### src/rtl/uart_pkg.sv
// Shared UART definitions: transmitter state encoding, line idle level
// and the frame-length helper used by both ends of the link.
package uart_pkg;

  typedef enum logic [2:0] {
    READY,
    START_BIT,
    TX_DATA,
    PARITY,
    STOP_BIT,
    TX_DONE
  } Tx_States;

  localparam logic IDLE_LEVEL = 1'b1;

  // Bit times per frame, including the trailing idle gap.
  function automatic int frame_bits(input int data_bits, input int parity_bit,
                                    input int stop_bits);
    return 1 + data_bits + parity_bit + stop_bits + 1;
  endfunction

endpackage

### src/rtl/uart_baud_tick.sv
// Bit-time divider: Bit_Tick marks the last cycle of each bit time, Pre_Tick the cycle before it.
// Held at zero while Clear is high so every frame starts on a fresh bit boundary.
module uart_baud_tick #(
  parameter int CLKS_PER_BIT = 1
) (
  input  logic Clk,
  input  logic Rst,
  input  logic Clear,
  output logic Bit_Tick,
  output logic Pre_Tick
);

  localparam int CW = (CLKS_PER_BIT > 1) ? $clog2(CLKS_PER_BIT) : 1;

  logic [CW-1:0] r_cnt;

  assign Bit_Tick = (r_cnt == CW'(CLKS_PER_BIT - 1));
  assign Pre_Tick = (CLKS_PER_BIT > 1) && (r_cnt == CW'(CLKS_PER_BIT - 2));

  always_ff @(posedge Clk or negedge Rst) begin
    if (!Rst) begin
      r_cnt <= '0;
    end else if (Clear || Bit_Tick) begin
      r_cnt <= '0;
    end else begin
      r_cnt <= r_cnt + CW'(1);
    end
  end

endmodule

### src/rtl/uart_tx_fsm.sv
// UART transmitter: start, data MSB first, optional even parity, stop bits, one idle bit.
// Start bit appears the cycle after acceptance; Tx_Ready only in Ready and gated by CTS.
module uart_tx_fsm
  import uart_pkg::*;
#(
  parameter int DATA_BITS    = 8,
  parameter int STOP_BITS    = 2,
  parameter int PARITY_BIT   = 1,
  parameter int CLKS_PER_BIT = 1
) (
  input  logic                 Clk,
  input  logic                 Rst,
  input  logic                 Tx_Valid,
  input  logic [DATA_BITS-1:0] Tx_Data_In,
  input  logic                 CTS,
  output logic                 Tx_Ready,
  output logic                 Tx_Out,
  output logic                 Tx_Busy,
  output logic                 Tx_Done_Out
);

  localparam int BW = $clog2(DATA_BITS) + 1;
  localparam int SW = $clog2(STOP_BITS) + 1;

  Tx_States             r_state;
  logic [DATA_BITS-1:0] r_shift;
  logic                 r_parity;
  logic [BW-1:0]        r_bit_cnt;
  logic [SW-1:0]        r_stop_cnt;
  logic                 w_tick;
  logic                 w_pre_tick;
  logic                 w_clear;

  assign w_clear  = (r_state == READY);
  assign Tx_Ready = w_clear && CTS && Rst;

  uart_baud_tick #(
    .CLKS_PER_BIT(CLKS_PER_BIT)
  ) u_baud (
    .Clk     (Clk),
    .Rst     (Rst),
    .Clear   (w_clear),
    .Bit_Tick(w_tick),
    .Pre_Tick(w_pre_tick)
  );

  always_ff @(posedge Clk or negedge Rst) begin
    if (!Rst) begin
      r_state     <= READY;
      r_shift     <= '0;
      r_parity    <= 1'b0;
      r_bit_cnt   <= '0;
      r_stop_cnt  <= '0;
      Tx_Out      <= IDLE_LEVEL;
      Tx_Busy     <= 1'b0;
      Tx_Done_Out <= 1'b0;
    end else begin
      case (r_state)
        READY: begin
          if (Tx_Valid && Tx_Ready) begin
            r_shift    <= Tx_Data_In;
            r_parity   <= ^Tx_Data_In;
            r_bit_cnt  <= '0;
            r_stop_cnt <= '0;
            Tx_Out     <= 1'b0;
            Tx_Busy    <= 1'b1;
            r_state    <= START_BIT;
          end
        end
        START_BIT: begin
          if (w_tick) begin
            Tx_Out  <= r_shift[DATA_BITS-1];
            r_shift <= r_shift << 1;
            r_state <= TX_DATA;
          end
        end
        TX_DATA: begin
          if (w_tick) begin
            if (r_bit_cnt == BW'(DATA_BITS - 1)) begin
              if (PARITY_BIT != 0) begin
                Tx_Out  <= r_parity;
                r_state <= PARITY;
              end else begin
                Tx_Out  <= IDLE_LEVEL;
                r_state <= STOP_BIT;
              end
            end else begin
              Tx_Out    <= r_shift[DATA_BITS-1];
              r_shift   <= r_shift << 1;
              r_bit_cnt <= r_bit_cnt + BW'(1);
            end
          end
        end
        PARITY: begin
          if (w_tick) begin
            Tx_Out  <= IDLE_LEVEL;
            r_state <= STOP_BIT;
          end
        end
        STOP_BIT: begin
          if (w_tick) begin
            if (r_stop_cnt == SW'(STOP_BITS - 1)) begin
              r_state <= TX_DONE;
              // A single-cycle bit time makes the first Tx_Done cycle also its last.
              Tx_Done_Out <= (CLKS_PER_BIT == 1);
            end else begin
              r_stop_cnt <= r_stop_cnt + SW'(1);
            end
          end
        end
        TX_DONE: begin
          if (w_tick) begin
            Tx_Busy     <= 1'b0;
            Tx_Done_Out <= 1'b0;
            r_state     <= READY;
          end else begin
            Tx_Done_Out <= w_pre_tick;
          end
        end
        default: begin
          r_state <= READY;
        end
      endcase
    end
  end

endmodule

### config.mk
export PLATFORM = sky130hd
export DESIGN_NAME = uart_tx_fsm
export DESIGN_NICKNAME = d
export VERILOG_FILES = /design/src/rtl/uart_pkg.sv /design/src/rtl/uart_baud_tick.sv /design/src/rtl/uart_tx_fsm.sv
export SDC_FILE = /design/constraint.sdc
export NUM_CORES = 1
export LEC_CHECK = 0
export CORE_MARGIN = 5
export CORE_UTILIZATION = 35
export DETAILED_ROUTE_END_ITERATION = 8
export PLACE_DENSITY = 0.53
export SYNTH_ARGS = -nofsm -noshare
export SYNTH_HDL_FRONTEND = slang
export SYNTH_SLANG_ARGS = --single-unit
### constraint.sdc
create_clock -name Clk -period 1.8 [get_ports Clk]
set_clock_uncertainty 0.05 [all_clocks]
set_input_delay 0.18 -clock Clk [delete_from_list [all_inputs] [get_ports Clk]]
set_output_delay 0.18 -clock Clk [all_outputs]
set_load 0.01 [all_outputs]
==> flow_metrics.tcl, run 1 <==
set metrics [dict create \
    clkTransAtPathRegs_ps 80 \
    grtUsageTotal_pct 12.7 \
    reg2reg_slack_ps 90 \
    drt_wl_total_um 2790 \
    setup.worst_path.start_class "flop" \
    grt_pass1_wl_um 5020 \
    hold_violations 0 \
    rsz0062_at_grt "false" \
    hold_path_class "input port to async pin" \
    cp_data_arrival_time_ps 1820 \
    syn2layout_area_growth_pct 30.4 \
    root_buffer "clkbuf_8" \
    timing.rr.start "r_state[1]" \
    die_area_mm2 0.00500 \
    fin_crit_ps 1710 \
    die_w_um 70.7 \
    n_antenna_cell 0 \
    slew_violations 0 \
    fp.coreArea_mm2 0.00361 \
    first_iter_violations 46 \
    drc 0 \
    p_total_mw 2.60 \
    ir_drop_mv 0.590 \
    syn_area_per_cell_um2 10.6 \
    netlist_area_mm2 0.00129 \
    post-cts-setup-buffer-count 0 \
    yosysSeqAreaShare_pct 42.8 \
    crit_required_ps 1910 \
    worstSkewPairLatency_ps 270 \
    finalNonFillerCells 203 \
    ys_seq_elements 22 \
    cp-end-kind "flop" \
    yosysWarnings 0 \
    crit_fanout 9 \
    htreeDepth 1 \
    gp_congestion 0.770 \
    cts_buffer_depth 2 \
    placed_cells 199 \
    clock-sinks 22 \
    post_synth_num_cell_types 37 \
    leakagePower_nw 0.716 \
    synth_edf_count 0 \
    antenna_found_initial 0 \
    io_buffers 15 \
    synthFlopType "dfrtp_1" \
    routed-via-count 1013 \
    cts_buffers 3 \
    dp_hpwl_um 2250 \
    dr.pass1.iters 4 \
    ant_nets 0 \
    die_h_um 70.7 \
    start_util_pct 35.8 \
    period_share_pct 95.1 \
    max_freq_ghz 0.584 \
    finalSetupViolCount 0 \
    synthCells 122 \
    core.rowCount 22 \
    grt_start_max_net_pins 19 \
    overflow 0 \
    grt_pass1_vias 1097 \
    cts_tree "done" \
    p_per_area_mw_per_mm2 1550 \
    rr_worst_depth 5 \
    path_class "flop to flop" \
    viasPerCell 4.99 \
    nNetsFinal 170 \
    drive_gt1_share_pct 30.3 \
    ctsHoldBuffers 0 \
    synth_nets 136 \
    io_pins 16 \
    whs_ps 266 \
    wl_per_cell_um 13.7 \
    maxCapViolCount 0 \
    outcome "complete, no violations" \
    r2r_end "r_shift[7]" \
    async_flop_share_pct 100 \
]
==> cell families after synthesis <==
kind of cell / after synthesis / synth area share [%]
mux: 18 / 15.6
buf+inv: 10 / 3.59
compound gates: 30 / 17.7
simple gates: 30 / 12.0
xor+xnor: 9 / 6.11
flops: 22 / 42.8
fa+ha+maj: 2 / 1.94
other cells: 1 / 0.291
==> through the flow <==
stage                     TNS [ps]  area (um^2)  worst slack (ps)  utilization, %
final                            0         1680              88.2            46.6
after global routing             0         1680              1.77            46.6
after CTS                        0         1680              10.8            46.6
after detailed placement      -563         1630             -77.7            45.1
after global placement        -463         1630             -73.5            45.1
after floorplan                  0         1290              46.6               -
==> routing by layer <==
layer | wire (um) | part of all wire, % | vias up | global-route usage [%]
li1 | - | - | 508 | -
met1 | 1320 | 48 | 484 | 15.9
met2 | 1310 | 47 | 17 | 20.6
met3 | 95 | 3.4 | 4 | 3.13
met4 | 58 | 2.1 | 0 | 5.64
met5 | 0 | 0 | - | 0
==> power breakdown <==
part           internal [mW]  total, mW  switching (mW)
Sequential             0.690      0.821           0.131
Clock                  0.195      0.364           0.169
Combinational          0.819       1.42           0.600
Total                   1.70       2.60           0.900
==> final cells by class <==
cell class / instances / area, um^2
fillers: 356 / 1920
flip-flops and latches: 22 / 552
multi-input cells: 90 / 692
clock buffers: 4 / 55.1
inverters: 5 / 18.8
repair buffers: 34 / 304
well taps: 48 / 60.1
==> sequential cells by signal, summed over array words and instances (netlist names) <==
| name | count |
|---|---|
| Tx_Busy | 1 |
| Tx_Done_Out | 1 |
| Tx_Out | 1 |
| r_bit_cnt | 4 |
| r_parity | 1 |
| r_shift | 8 |
| r_state | 3 |
| r_stop_cnt | 2 |
| u_baud.r_cnt | 1 |
==> worst max path at each step <==
stage / start / endpoint / slack [ps] / cells past startpoint
3_3_place_gp: Rst / Tx_Ready / -70 / 4
4_1_cts: r_bit_cnt[0] / r_shift[5] / 10 / 6
2_1_floorplan: r_state[0] / r_parity / 50 / 4
6_report: r_state[1] / r_shift[7] / 90 / 5
5_1_grt: r_bit_cnt[0] / r_shift[5] / 2 / 6
3_5_place_dp: Rst / r_shift[5] / -80 / 5
==> timing repair <==
action / CTS / global route
setup endpoints to repair: 1 / 7
pin swaps: 0 / 1
hold endpoints to repair: 0 / 0
resized for setup: 1 / 0
==> layout by cell type, fill, tap and decap left out, drive strengths merged, types with 2 or more instances in the layout <==
master | synthesis | routed
a211oi | 2 | 2
a21oi | 3 | 3
a22o | 5 | 5
a31oi | 2 | 2
and3 | 3 | 3
buf | 5 | 19
clkbuf | 0 | 4
clkdlybuf4s50 | 0 | 14
dfrtp | 21 | 21
ha | 2 | 2
inv | 5 | 5
mux2 | 17 | 17
nand2 | 3 | 3
nand3 | 4 | 4
nand4 | 2 | 2
nor2 | 9 | 9
nor2b | 2 | 2
nor3 | 2 | 2
o21ai | 10 | 10
o22ai | 3 | 3
xnor2 | 8 | 8
==> cells in the mapped netlist (all sizes together), types with 3 or more instances <==
| library cell | instances | share of area [%] |
|---|---|---|
| o22ai | 3 | 1.5 |
| dfrtp | 21 | 41 |
| a22o | 5 | 3.4 |
| mux2 | 17 | 15 |
| nor2 | 9 | 2.6 |
| o21ai | 10 | 3.9 |
| a21oi | 3 | 2.3 |
| xnor2 | 8 | 5.4 |
| inv | 5 | 1.5 |
| and3 | 3 | 1.5 |
| nand2 | 3 | 0.87 |
| buf | 5 | 2.1 |
| nand3 | 4 | 1.6 |
==> worst max-delay path, cell delays in order (launching register included) <==
cell and delay [ps]:
dfrtp_1 510, xnor2_1 180, nor2_1 90, buf_4 160, mux2_2 350, mux2_2 260
No activity file was read; power rests on OpenSTA's default activity.
==> run 2: changes to the inputs <==
--- a/config.mk
+++ b/config.mk
@@ -9,6 +9,7 @@
 export CORE_UTILIZATION = 35
 export DETAILED_ROUTE_END_ITERATION = 8
 export PLACE_DENSITY = 0.53
+export SLEW_MARGIN = 15
 export SYNTH_ARGS = -nofsm -noshare
 export SYNTH_HDL_FRONTEND = slang
 export SYNTH_SLANG_ARGS = --single-unit
==> results of run 2 <==
Same layout as run 1: the final DEF is identical, and so are final timing and power.
==> run 3: changes to the inputs <==
--- a/config.mk
+++ b/config.mk
@@ -9,6 +9,7 @@
 export CORE_UTILIZATION = 35
 export DETAILED_ROUTE_END_ITERATION = 8
 export PLACE_DENSITY = 0.53
+export SKIP_CTS_REPAIR_TIMING = 1
 export SLEW_MARGIN = 15
 export SYNTH_ARGS = -nofsm -noshare
 export SYNTH_HDL_FRONTEND = slang
==> flow_metrics.tcl, run 3 (same netlist as run 1, synthesis figures left out) <==
set metrics [dict create \
    slew_violations 0 \
    die_area_mm2 0.00500 \
    overflow 0 \
    top_register "r_shift" \
    grt_pass1_wl_um 5020 \
    hold_path_class "input port to async pin" \
    crit_slowest_cell "dfrtp_1" \
    reg2reg_slack_ps 90 \
    setup.worst_path.start_class "flop" \
    final_common_cell "dfrtp_1" \
    hold_violations 0 \
    drt_wl_total_um 2790 \
    top_regs "r_shift: 8 flops, r_bit_cnt: 4 flops, r_state: 3 flops" \
    fp.coreArea_mm2 0.00361 \
    antenna_found_initial 0 \
    gp_congestion 0.770 \
    ant_nets 0 \
    leakagePower_nw 0.728 \
    critPathTopFamily "multiplexers" \
    dp_hpwl_um 2250 \
    drive_gt1_share_pct 30.3 \
    root_buffer "clkbuf_8" \
    clkTransAtPathRegs_ps 80 \
    path_buf_inv 1 \
    p_per_area_mw_per_mm2 1550 \
    dr.pass1.iters 4 \
    utilization_pct 46.7 \
    rsz0062_at_grt "false" \
    cp-startpoint "r_state[1]" \
    start_util_pct 35.8 \
    syn2layout_area_growth_pct 30.7 \
    max_freq_ghz 0.584 \
    htreeDepth 1 \
    path_class "flop to flop" \
    clock-sinks 22 \
    die_h_um 70.7 \
    cts_tree "done" \
    wl_per_cell_um 13.8 \
    routed-via-count 1019 \
    grt_start_max_net_pins 19 \
    core.rowCount 22 \
    cts_buffers 3 \
    worstSkewPairLatency_ps 270 \
    cp-end-kind "flop" \
    crit_required_ps 1910 \
    path_cells "xnor2_1 > nor2_1 > buf_4 > mux2_2 > mux2_2" \
    drc 0 \
    io_buffers 15 \
    grt_pass1_vias 1097 \
    first_iter_violations 45 \
    timing.rr.start "r_state[1]" \
    crit_fanout 9 \
    outcome "complete, no violations" \
    n_antenna_cell 0 \
    maxCapViolCount 0 \
    io_pins 16 \
    cts_buffer_depth 2 \
    cp_data_arrival_time_ps 1820 \
    worst_path_most_repeated_cell "mux2_2" \
    ir_drop_mv 0.591 \
    nNetsFinal 170 \
    grtUsageTotal_pct 12.7 \
    p_total_mw 2.61 \
    largest_reg_flops 8 \
    mostFrequentLayoutCells "21 x dfrtp_1, 18 x buf_4, 17 x mux2_2" \
    period_share_pct 95.2 \
    finalSetupViolCount 0 \
    die_w_um 70.7 \
    fin_crit_ps 1710 \
    slowest_delay_ps 510 \
    viasPerCell 5.02 \
]
## run 3: area by class of cell
class | count | area (um^2)
fillers | 354 | 1920
multi-input cells | 90 | 692
flip-flops and latches | 22 | 552
repair buffers | 34 | 308
well taps | 48 | 60.1
clock buffers | 4 | 55.1
inverters | 5 | 18.8
## run 3: path summary, 6_finish.rpt
kind,cells past startpoint,endpoint
setup reg to reg,5,r_shift[7]
min in group Clk,2,Tx_Out
hold / removal,2,r_state[0]
setup / recovery,5,r_shift[7]
hold reg to reg,2,Tx_Out
max in group asynchronous,2,Tx_Out
## run 3: metrics by stage
step / setup TNS, ps / setup slack [ps] / cells / instance area [um^2] / hold slack [ps]
CTS: -173 / -173 / 203 / 1680 / 264
global placement: -463 / -73.5 / 199 / 1630 / 419
floorplan: 0 / 46.6 / 122 / 1290 / -166
detailed placement: -563 / -77.7 / 199 / 1630 / 419
global route: 0 / 1.77 / 203 / 1690 / 300
finish: 0 / 87.2 / 203 / 1690 / 267
## run 3: routing by layer
| layer | share of wire [%] | track usage (%) | vias up |
|---|---|---|---|
| li1 | - | - | 507 |
| met1 | 47 | 15.9 | 487 |
| met2 | 47 | 20.6 | 21 |
| met3 | 3.7 | 3.13 | 4 |
| met4 | 2.1 | 5.64 | 0 |
| met5 | 0 | 0 | - |
## run 3: report_power, final
part / internal (mW) / switching [mW]
logic: 0.821 / 0.600
registers: 0.690 / 0.132
clock network: 0.195 / 0.169
total: 1.71 / 0.900
